$ cat src/rtl/csi2_rx_pkg.sv
// Shared definitions for the CSI-2 RX decoder: default word width,
// line-buffer geometry and the pointer-wrap helper used by the line FIFO.
package csi2_rx_pkg;

   localparam int C_DWIDTH      = 64;
   localparam int C_LINE_DEPTH  = 1920;
   localparam int C_LINE_AWIDTH = 11;

   // Advance a buffer pointer, wrapping explicitly at depth-1 so that
   // non-power-of-two depths work without masking.
   function automatic int unsigned next_ptr(input int unsigned ptr, input int unsigned depth);
      if (ptr == depth - 1) begin
         return 0;
      end
      return ptr + 1;
   endfunction

endpackage

$ cat src/rtl/cam_fifo_out_stage.sv
// Two-entry register queue (head + skid) forming the show-ahead output stage
// of the camera line FIFO. The caller guarantees never to push into a full
// queue and never to pop an empty one.
module cam_fifo_out_stage #(
   parameter int DWIDTH = 64
) (
   input  logic              clock,
   input  logic              reset_n,
   input  logic              clear,
   input  logic              push,
   input  logic [DWIDTH-1:0] push_data,
   input  logic              pop,
   output logic [1:0]        count,
   output logic              valid,
   output logic [DWIDTH-1:0] data
);

   logic [DWIDTH-1:0] head;
   logic [DWIDTH-1:0] skid;

   // Queue update: head always holds the oldest word; the skid entry catches
   // a word arriving while the head is still waiting for the consumer.
   always_ff @(posedge clock or negedge reset_n) begin
      if (!reset_n) begin
         count <= 2'd0;
         head  <= '0;
         skid  <= '0;
      end else if (clear) begin
         count <= 2'd0;
      end else begin
         case ({push, pop})
            2'b11: begin
               if (count == 2'd2) begin
                  head <= skid;
                  skid <= push_data;
               end else begin
                  head <= push_data;
               end
            end
            2'b10: begin
               if (count == 2'd0) begin
                  head <= push_data;
               end else begin
                  skid <= push_data;
               end
               count <= count + 2'd1;
            end
            2'b01: begin
               if (count == 2'd2) begin
                  head <= skid;
               end
               count <= count - 2'd1;
            end
            default: begin
            end
         endcase
      end
   end

   assign valid = (count != 2'd0);
   assign data  = head;

endmodule

$ cat src/rtl/cam_line_fifo_ctrl.sv
// Single-clock FIFO controller for the CSI-2 RX camera line RAM. Owns the
// pointers and occupancy, hides the RAM's one-cycle read latency and presents
// a show-ahead valid/ready stream to the pixel unpacker.
module cam_line_fifo_ctrl
   import csi2_rx_pkg::*;
#(
   parameter int g_BUFF_AWIDTH = C_LINE_AWIDTH,
   parameter int g_DWIDTH      = C_DWIDTH,
   parameter int BUFF_DEPTH    = C_LINE_DEPTH
) (
   input  logic                     clock,
   input  logic                     reset_n,
   input  logic                     flush_i,
   input  logic                     in_valid_i,
   input  logic [g_DWIDTH-1:0]      in_data_i,
   output logic                     in_ready_o,
   output logic                     out_valid_o,
   output logic [g_DWIDTH-1:0]      out_data_o,
   input  logic                     out_ready_i,
   output logic [g_BUFF_AWIDTH:0]   fill_level_o,
   output logic                     ovf_o,
   output logic                     ram_we_o,
   output logic [g_BUFF_AWIDTH-1:0] ram_wr_addr_o,
   output logic [g_DWIDTH-1:0]      ram_wr_data_o,
   output logic [g_BUFF_AWIDTH-1:0] ram_rd_addr_o,
   input  logic [g_DWIDTH-1:0]      ram_rd_data_i
);

   localparam int CW = g_BUFF_AWIDTH + 1;
   localparam logic [CW-1:0] DEPTH_C = CW'(BUFF_DEPTH);

   logic [g_BUFF_AWIDTH-1:0] wptr;
   logic [g_BUFF_AWIDTH-1:0] rptr;
   logic [CW-1:0]            ram_cnt;
   logic                     inflight;
   logic [1:0]               out_cnt;
   logic                     accept;
   logic                     pop;
   logic                     issue;
   logic [2:0]               stage_load;

   // Handshakes and fetch decision. Ready depends only on registered count so
   // a read in the same cycle never frees a slot early.
   always_comb begin
      in_ready_o = (ram_cnt != DEPTH_C) & ~flush_i;
      accept     = in_valid_i & in_ready_o;
      pop        = out_valid_o & out_ready_i;
      stage_load = {1'b0, out_cnt} + {2'b00, inflight} - {2'b00, pop};
      issue      = (ram_cnt != '0) & (stage_load < 3'd2);
   end

   assign ram_we_o      = accept;
   assign ram_wr_addr_o = wptr;
   assign ram_wr_data_o = in_data_i;
   assign ram_rd_addr_o = rptr;
   assign fill_level_o  = ram_cnt + {{(CW-2){1'b0}}, out_cnt} + {{(CW-1){1'b0}}, inflight};

   // Pointer, occupancy, fetch-pipeline and overflow state; flush wins over
   // any write, fetch or pop in the same cycle.
   always_ff @(posedge clock or negedge reset_n) begin
      if (!reset_n) begin
         wptr     <= '0;
         rptr     <= '0;
         ram_cnt  <= '0;
         inflight <= 1'b0;
         ovf_o    <= 1'b0;
      end else if (flush_i) begin
         wptr     <= '0;
         rptr     <= '0;
         ram_cnt  <= '0;
         inflight <= 1'b0;
         ovf_o    <= 1'b0;
      end else begin
         if (accept) begin
            wptr <= g_BUFF_AWIDTH'(next_ptr(32'(wptr), BUFF_DEPTH));
         end
         if (issue) begin
            rptr <= g_BUFF_AWIDTH'(next_ptr(32'(rptr), BUFF_DEPTH));
         end
         case ({accept, issue})
            2'b10:   ram_cnt <= ram_cnt + CW'(1);
            2'b01:   ram_cnt <= ram_cnt - CW'(1);
            default: ram_cnt <= ram_cnt;
         endcase
         inflight <= issue;
         if (in_valid_i && !in_ready_o) begin
            ovf_o <= 1'b1;
         end
      end
   end

   cam_fifo_out_stage #(
      .DWIDTH(g_DWIDTH)
   ) u_out_stage (
      .clock     (clock),
      .reset_n   (reset_n),
      .clear     (flush_i),
      .push      (inflight),
      .push_data (ram_rd_data_i),
      .pop       (pop),
      .count     (out_cnt),
      .valid     (out_valid_o),
      .data      (out_data_o)
   );

endmodule
$ cat config.mk
export PLATFORM = sky130hd
export DESIGN_NAME = cam_line_fifo_ctrl
export DESIGN_NICKNAME = d
export VERILOG_FILES = /design/src/rtl/csi2_rx_pkg.sv /design/src/rtl/cam_fifo_out_stage.sv /design/src/rtl/cam_line_fifo_ctrl.sv
export SDC_FILE = /design/constraint.sdc
export NUM_CORES = 1
export LEC_CHECK = 0
export ABC_AREA = 1
export CAP_MARGIN = 5
export CORE_ASPECT_RATIO = 0.8
export CORE_MARGIN = 4
export CORE_UTILIZATION = 50
export DETAILED_ROUTE_END_ITERATION = 8
export PLACE_DENSITY = 0.87
export SYNTH_ARGS = -nofsm -noshare
export SYNTH_HDL_FRONTEND = slang
export SYNTH_SLANG_ARGS = --single-unit
$ cat constraint.sdc
create_clock -name clock -period 6.6 [get_ports clock]
set_clock_uncertainty 0.05 [all_clocks]
set_input_delay 1.32 -clock clock [delete_from_list [all_inputs] [get_ports clock]]
set_output_delay 1.32 -clock clock [all_outputs]
set_load 0.01 [all_outputs]
==> impl_metrics.env <==
export IMPL_status="finished, final reports clean"
export IMPL_wl_met1_um=9880
export IMPL_met2RoutedLength_um=9000
export IMPL_dr_wl_met3_um=1670
export IMPL_cts_buffer_depth=2
export IMPL_whs_ns=0.428
export IMPL_finalSetupViolCount=0
export IMPL_critPathMostFrequentCell="inv_1"
export IMPL_fp_dieW_um=155
export IMPL_n_antenna_cell=0
export IMPL_area_growth_pct=21.4
export IMPL_core_area_mm2=0.0168
export IMPL_design_power_total_uw=4660
export IMPL_postSynthAreaPerCell_um2=8.16
export IMPL_critical_path_cell_chain="inv_1 > fa_1 > inv_1 > fa_1 > nand3_1 > nor3_1 > inv_1 > nor3_1 > nand3_1 > xnor2_1 > clkdlybuf4s50_1"
export IMPL_critPathRequiredTime_ns=5.23
export IMPL_hold_path_startpoint="u_out_stage.data[13]"
export IMPL_synth_edf_count=0
export IMPL_die_area_mm2=0.0195
export IMPL_ios=299
export IMPL_grt_pass1_vias=6863
export IMPL_worstReg2RegEnd="ram_cnt[7]"
export IMPL_finalCriticalPeriod_ns=4.84
export IMPL_synthTopCellsByArea="dfrtp_1 (48%), nand2_1 (12%), o21ai_0 (6.1%), buf_4 (5.6%), a21oi_1 (5.0%)"
export IMPL_worst_path_buf_inv=4
export IMPL_synth_commonest_cells="nand2_1 (272), dfrtp_1 (166), inv_1 (113)"
export IMPL_placementRows=42
export IMPL_syn_inst=1061
export IMPL_critPathKind="flip-flop to output pin"
export IMPL_dieHeight_um=126
export IMPL_via_count=7213
export IMPL_synth_warnings=0
export IMPL_worstMarginPinSlew_ns=0.962
export IMPL_drive_gt1_share_pct=4.92
export IMPL_drt_iter0_drc=494
export IMPL_hold_class="flip-flop to flip-flop"
export IMPL_slew_violations=0
export IMPL_cp_max_fo=7
export IMPL_drv_cap=0
export IMPL_ys_seq_area_share_pct=48.0
export IMPL_leakagePower_uw=0.00512
export IMPL_p_per_area_mw_per_mm2=443
export IMPL_endpoint_kind="output pin"
export IMPL_initial_core_util_pct=51.7
export IMPL_nets=1296
export IMPL_place_area_mm2=0.00993
export IMPL_final_setup_tns_ns=0
export IMPL_netlist_area_leader_share_pct=48.0
export IMPL_top_layer="met4"
export IMPL_synthesis_area_mm2=0.00866
export IMPL_cp_top_family="buffers and inverters"
export IMPL_vdd_ir_drop_worst_mv=0.236
export IMPL_gp_congestion=0.890
export IMPL_syn_num_nets=1211
export IMPL_rsz0062_at_grt="no"
export IMPL_yosysTopAreaCell="dfrtp_1"
export IMPL_cpPeakStageDelay_ns=0.57
export IMPL_worst_hold_path_endpoint="u_out_stage.data[13]"
export IMPL_routedWlPerCell_um=15.0
export IMPL_stdcell_area_mm2=0.0105
export IMPL_h_tree_depth=4
export IMPL_viasPerCell=5.23
export IMPL_dr_pass1_iters=6
export IMPL_reg2reg_depth=19
export IMPL_yosysUniqueCellTypes=36
export IMPL_grt_overflow_total=0
export IMPL_clk_latency_ns=0.42
export IMPL_antenna_found_initial=0
export IMPL_cts_root_buf="clkbuf_16"
export IMPL_async_flop_share_pct=100
export IMPL_rrSetupSlack_ns=2.58
export IMPL_drc=0
export IMPL_yosysMostFrequentCell="nand2_1"
export IMPL_r2r_start="u_out_stage.count[1]"
export IMPL_max_slew_margin_pct=35.9
export IMPL_finalHoldViolCount=0
export IMPL_start_kind="flip-flop"
export IMPL_clk_pin_slew_ns=0.07
export IMPL_wirelength_um=20700
export IMPL_grt_pass1_wl_um=34100
export IMPL_ant_nets=0
export IMPL_crit_path_top_delay_cell="dfrtp_1"
export IMPL_grt_max_degree=106
export IMPL_ys_seq_elements=166
export IMPL_utilization_pct=62.7
export IMPL_clock_fmax_ghz=0.207
export IMPL_cts_tree="done"
export IMPL_hold_path_depth=2
export IMPL_post_cts_buffers=0
export IMPL_cts_resized=0
export IMPL_ctsHoldBuffers=0
export IMPL_numCtsBuffers=17
export IMPL_numPortBuffers=170
export IMPL_cts_sinks=166
export IMPL_fillCellCount=1361
export IMPL_finalCritPeriodShare_pct=73.3
export IMPL_grt_use_total_pct=21.1
export IMPL_worstPathArrival_ns=3.47
export IMPL_dp_hpwl_um=13900
export IMPL_ys_flop_type="dfrtp_1"
==> how the worst max path moves through the flow <==
stage                      startpoint          endpoint  slack, ns  cells after the start
after floorplan           out_ready_i       ram_cnt[11]       2.64                     20
after global placement    out_ready_i        ram_cnt[7]       1.71                     18
after detailed placement  out_ready_i        ram_cnt[7]       1.50                     18
after CTS                    inflight  fill_level_o[10]       1.77                     11
after global routing         inflight  fill_level_o[10]       1.51                     11
final                        inflight  fill_level_o[10]       1.76                     11
==> cell usage in the layout, fill, tap and decap left out, types with 2 or more instances in the layout <==
cell / count
xnor2_1: 6
nor3_1: 3
nand2_4: 4
ha_1: 13
inv_2: 4
inv_6: 5
nand4_1: 3
o21a_1: 3
xor2_1: 18
clkinvlp_4: 3
nand2_1: 271
dfrtp_1: 166
nand2_2: 3
fa_1: 4
nand3_1: 29
clkbuf_16: 17
nor2_2: 2
nor2_1: 43
inv_1: 113
buf_4: 5
inv_8: 5
a31oi_1: 2
o21ai_1: 56
o21bai_1: 4
o21ai_0: 105
clkdlybuf4s50_1: 169
o22ai_1: 4
a21oi_1: 87
==> power breakdown <==
group	switching (µW)	internal, µW
sequential	273	1440
combinational	1110	844
clock	448	549
total	1840	2830
==> metrics by stage <==
step	setup slack, ns	cells
after global placement	1.71	1347
after CTS	1.77	1379
after global routing	1.51	1379
after detailed placement	1.50	1347
final	1.76	1379
after floorplan	2.64	1061
==> worst reg2reg max path, stage by stage (launching register included) <==
cell and delay (ns):
dfrtp_1 0.57, inv_2 0.11, nand2_4 0.11, nand2_4 0.07, nor2_2 0.21, o21ai_0 0.15
fa_1 0.43, inv_1 0.08, nor2_1 0.04, nor2_1 0.10, nand2_1 0.07, a21oi_1 0.25
nand2_2 0.12, inv_2 0.24, ha_1 0.36, a21oi_1 0.22, o21ai_0 0.21, a21oi_1 0.24
xor2_1 0.17, o21ai_0 0.10
==> logic make-up after synthesis <==
| family | synth area share (%) |
|---|---|
| buf+inv | 14.1 |
| xor+xnor | 2.43 |
| compound gates | 15.9 |
| fa+ha+maj | 2.80 |
| flops | 48.0 |
| simple gates | 16.8 |
==> cell type report <==
cell class	count	area [µm²]	share of cell area, %
Sequential cell	166	4150	39.5
Clock inverter	14	153	1.45
Inverter	117	439	4.18
Multi-Input combinational cell	669	3320	31.5
Tap cell	220	275	2.62
Timing Repair Buffer	175	1740	16.5
Clock buffer	18	439	4.18
==> flip-flops by register name, indices dropped and copies added, names as in the netlist <==
signal and flops:
ram_wr_addr_o 11, ovf_o 1, ram_rd_addr_o 11, ram_cnt 12, inflight 1, u_out_stage.data 64
u_out_stage.count 2, u_out_stage.skid 64
==> routing by layer <==
| metal | vias up | track usage (%) |
|---|---|---|
| met5 | - | 0 |
| met2 | 291 | 30.4 |
| met4 | 0 | 4.72 |
| met1 | 3397 | 31.4 |
| li1 | 3509 | - |
| met3 | 16 | 6.38 |
Power figures use the tool's default switching activity.
==> RTL change 1, RTL diff (same settings) <==
`C_DWIDTH`: 64 -> 96.
--- a/src/rtl/csi2_rx_pkg.sv
+++ b/src/rtl/csi2_rx_pkg.sv
@@ -3,5 +3,5 @@
 package csi2_rx_pkg;
 
-   localparam int C_DWIDTH      = 64;
+   localparam int C_DWIDTH      = 96;
    localparam int C_LINE_DEPTH  = 1920;
    localparam int C_LINE_AWIDTH = 11;
Ports: changed (resized in_data_i, out_data_o, ram_rd_data_i and ram_wr_data_o); port bits go from 299 to 427. No check against the original RTL was run, so the function may have changed too.
==> RTL change 1 against the unedited design <==
Hold slack about the same. Area after synthesis increased by 33%. Power is 43% higher. Final area is 34% higher. Core utilization decreased by 0.078 points. Sequential cell count is 64 higher. Critical path type unchanged. Synthesized cell count up 32%. Highest routed layer is now met5. Wire length increased by 40%. Worst setup slack worse by 0.14 ns.
==> RTL change 1: results (changes against the unedited design) <==
[outcome]
status=finished clean  ; unchanged

[yosys]
yosysSeqAreaShare=0.501  ; was 0.480
syn_area_per_cell_sq_um=8.17  ; was 8.16 sq um
syn_nets=1619  ; was 1211
yosysUniqueCellTypes=34  ; was 36
synthTopCellsByArea=dfrtp_1, nand2_1, o21ai_0, buf_4, a21oi_1  ; unchanged

[cells_and_area]
multiInputGateArea_sq_um=4170  ; was 3320 sq um
nets=1728  ; was 1296
drive_gt1_frac=0.0431  ; was 0.0492
inv_count=150  ; was 117
final-clk-cell-share=0.0585  ; was 0.0563
multi_input_cells=865  ; was 669
syn_to_final_growth_pct=22.9  ; was 21.4%
fill_cells=1855  ; was 1361
fin_cells=1836  ; was 1379
layout.nonclk_buf_frac=0.171  ; was 0.165

[drt]
vias=9638  ; was 7213
maxUsedRoutingLayer=met5  ; was met4
drtIter0Drc=815  ; was 494
wirelength_um=28900  ; was 20700 um
route.met3.wl_um=2520  ; was 1670 um

[clock_network]
cts_made_buffers=25  ; was 17
h-tree-depth=1  ; was 4
clockBufferDepth=3  ; was 2
insertion_delay_ns=0.51  ; was 0.42 ns

[placed_design]
gp_congestion=0.900  ; was 0.890
io_buffers=234  ; was 170
dp_slack_ns=1.56  ; was 1.50 ns

[grt]
use_met3=0.0589  ; was 0.0638
met2_usage=0.352  ; was 0.304
grt_pass1_wl_um=47100  ; was 34100 um
grt_pass1_vias=9358  ; was 6863
grtUsageTotal=0.222  ; was 0.211
grt_max_degree=127  ; was 106

[setup_path]
crit_arrival_ns=3.60  ; was 3.47 ns
cpMaxStageDelayCell=clkdlybuf4s50_1  ; was dfrtp_1
startpoint=ram_cnt[0]$_DFFE_PN0P_  ; was inflight$_DFF_PN0_
slowest_delay_ns=0.55  ; was 0.57 ns

[power]
peakVddDrop_mv=0.223  ; was 0.236 mV
p_int_mw=4.08  ; was 2.83 mW
pg_seq_mw=2.43  ; was 1.71 mW
p_total_mw=6.65  ; was 4.66 mW

-- RTL change 1: logic make-up after synthesis --
| family | Yosys count | synth area share |
|---|---|---|
| AND/OR/NAND/NOR | 473 | 0.166 |
| XOR/XNOR | 24 | 0.0183 |
| buffers and inverters | 310 | 0.138 |
| AO/OA/AOI/OAI | 351 | 0.155 |
| adder cells (fa/ha/maj) | 17 | 0.0211 |
| flip-flops | 230 | 0.501 |
-- RTL change 1: path summary, 6_finish.rpt --
check                      slack, ns                               to  depth (start not counted)
max                             1.63                 fill_level_o[10]                         11
min                             0.43  u_out_stage.data[4]$_DFFE_PN0P_                          2
max reg2reg                     2.74          ram_cnt[11]$_DFFE_PN0P_                         22
min reg2reg                     0.43  u_out_stage.data[4]$_DFFE_PN0P_                          2
max in group asynchronous       4.44  u_out_stage.skid[9]$_DFFE_PN0P_                          2
min in group asynchronous       0.74                ovf_o$_DFFE_PN0P_                          1
==> RTL change 2, RTL diff (same settings) <==
Without the edit above. Register the output `fill_level_o`, without a reset; this adds one clock of latency there. The other outputs are not delayed to match.
--- a/src/rtl/cam_line_fifo_ctrl.sv
+++ b/src/rtl/cam_line_fifo_ctrl.sv
@@ -54,5 +54,7 @@
    assign ram_wr_data_o = in_data_i;
    assign ram_rd_addr_o = rptr;
-   assign fill_level_o  = ram_cnt + {{(CW-2){1'b0}}, out_cnt} + {{(CW-1){1'b0}}, inflight};
+   always_ff @(posedge clock) begin
+      fill_level_o <= ram_cnt + {{(CW-2){1'b0}}, out_cnt} + {{(CW-1){1'b0}}, inflight};
+   end
 
    // Pointer, occupancy, fetch-pipeline and overflow state; flush wins over
Check against the original RTL: not equivalent (Yosys sat finds a counterexample within 4 cycles, from zero or initial values and one cycle with reset_n low).
==> RTL change 2 against the unedited design <==
Wire length fell by 0.82%. Power about the same. Final area is 3.1% higher. Die area rose by 3.1%. Area after synthesis rose by 3.3%. Final cell count rose by 2.1%. Sequential power is 5% higher. Worst setup slack better by 0.22 ns. Via count increased by 1.8%. Combinational power decreased by 3%. Sequential cell count is 12 higher. Global-route usage is 0.19 points lower. Count of clock-buffer cells in the layout is 1 lower. Critical path type is now in -> reg. Largest power group unchanged.
==> RTL change 2: results (changes against the unedited design) <==
[drt]
drtIter0Drc=480  ; was 494
dr.pass1.iters=5  ; was 6
vias_per_cell=5.22  ; was 5.23
wirelength_um=20500  ; was 20700 um

[cells_and_area]
drive_gt1_frac=0.0533  ; was 0.0492
n_antenna_cell=0  ; unchanged
nets=1320  ; was 1296
fill_cells=1481  ; was 1361

[grt]
grt_max_degree=76  ; was 106
grt_pass1_wl_um=34400  ; was 34100 um
grt_pass1_vias=7017  ; was 6863
grtUsageTotal=0.209  ; was 0.211
antenna_found_initial=0  ; unchanged

[setup_path]
crit_arrival_ns=4.88  ; was 3.47 ns
setup.worst_path.end=ram_cnt[11]$_DFFE_PN0P_  ; was fill_level_o[10]
r2r_cells=22  ; was 19
path_max_fanout=13  ; was 7
startpoint=out_ready_i  ; was inflight$_DFF_PN0_
timing.rr.start=u_out_stage.count[1]$_DFFE_PN0P_  ; unchanged
r2r_slack_ns=2.76  ; was 2.58 ns

[power]
power.switching_mw=1.82  ; was 1.84 mW
p_int_mw=2.85  ; was 2.83 mW
p_seq_frac=0.385  ; was 0.367
leakage_nw=5.21  ; was 5.12 nW
peakVddDrop_mv=0.194  ; was 0.236 mV
comb_power_share=0.406  ; was 0.420

[placed_design]
gp_congestion=0.839  ; was 0.890
hpwlAfterDp_um=14100  ; was 13900 um

[yosys]
yosysWarnings=0  ; unchanged
asyncSetResetFlopFracSynth=0.933  ; was 1.00
syn_nets=1232  ; was 1211
yosysSeqAreaShare=0.491  ; was 0.480
synthTopCellsByArea=dfrtp_1, nand2_1, buf_4, o21ai_0, a21oi_1  ; was dfrtp_1, nand2_1, o21ai_0, buf_4, a21oi_1
yosysUniqueCellTypes=37  ; was 36
synth_common_cells=nand2_1, dfrtp_1, inv_1, o21ai_0, a21oi_1  ; unchanged

[clock_network]
clk_pin_slew_ns=0.07  ; about the same
h-tree-depth=4  ; unchanged
ctsResizeCount=0  ; unchanged
insertion_delay_ns=0.42  ; about the same
root_buffer=clkbuf_16  ; unchanged

[timing]
timing.slew.headroom=0.401  ; was 0.359

[hold_path]
hold_class=reg -> reg  ; unchanged

[outcome]
status=finished clean  ; unchanged

## RTL change 2: per-stage QoR
stage | worst slack (ns) | util | instances | cell area, sq um | hold slack, ns
global route | 1.57 | 0.622 | 1408 | 10800 | 0.447
CTS | 2.00 | 0.622 | 1408 | 10800 | 0.434
detailed placement | 1.58 | 0.590 | 1376 | 10300 | 0.414
finish | 1.98 | 0.622 | 1408 | 10800 | 0.430
global placement | 1.71 | 0.590 | 1376 | 10300 | 0.410
floorplan | 2.59 | - | 1082 | 8950 | 0.398
## RTL change 2: routing by layer
| metal | up-vias | wire [um] | track usage |
|---|---|---|---|
| met2 | 259 | 9230 | 0.310 |
| met1 | 3457 | 9530 | 0.302 |
| li1 | 3595 | - | - |
| met4 | 0 | 287 | 0.0516 |
| met3 | 32 | 1470 | 0.0631 |
| met5 | - | 0 | 0 |
## RTL change 2: cells by family after synthesis
| group | synth area share |
|---|---|
| buf+inv | 0.131 |
| compound gates | 0.151 |
| xor+xnor | 0.0284 |
| fa+ha+maj | 0.0271 |
| flops | 0.491 |
| simple gates | 0.172 |
## RTL change 2: worst max-delay path, cell delays in order
cell	delay (ns)
clkdlybuf4s50_1	0.57
nand2_2	0.12
nor2_1	0.18
o21ai_0	0.12
fa_1	0.41
inv_1	0.07
nor2_1	0.04
nor2_1	0.10
nand2_1	0.07
a21oi_1	0.24
nand2_2	0.12
inv_2	0.25
ha_1	0.36
a21oi_1	0.20
o21ai_0	0.20
inv_1	0.10
nor2_1	0.04
nor2_1	0.13
nand3_1	0.09
nand3_1	0.08
nand2_1	0.05
## RTL change 2: final cells by class
| type | count | area share |
|---|---|---|
| clock inverters | 15 | 0.0133 |
| flip-flops and latches | 178 | 0.405 |
| multi-input cells | 678 | 0.313 |
| repair buffers | 178 | 0.163 |
| well taps | 225 | 0.0260 |
| inverters | 117 | 0.0405 |
| clock buffers | 17 | 0.0392 |
## RTL change 2: worst min-delay path by stage
stage / startpoint / endpoint / cells after the start
global placement: u_out_stage.data[18]$_DFFE_PN0P_ / u_out_stage.data[18]$_DFFE_PN0P_ / 2
detailed placement: u_out_stage.data[62]$_DFFE_PN0P_ / u_out_stage.data[62]$_DFFE_PN0P_ / 2
CTS: u_out_stage.data[7]$_DFFE_PN0P_ / u_out_stage.data[7]$_DFFE_PN0P_ / 2
floorplan: u_out_stage.skid[0]$_DFFE_PN0P_ / u_out_stage.skid[0]$_DFFE_PN0P_ / 2
finish: u_out_stage.data[14]$_DFFE_PN0P_ / u_out_stage.data[14]$_DFFE_PN0P_ / 2
global route: u_out_stage.data[7]$_DFFE_PN0P_ / u_out_stage.data[7]$_DFFE_PN0P_ / 2
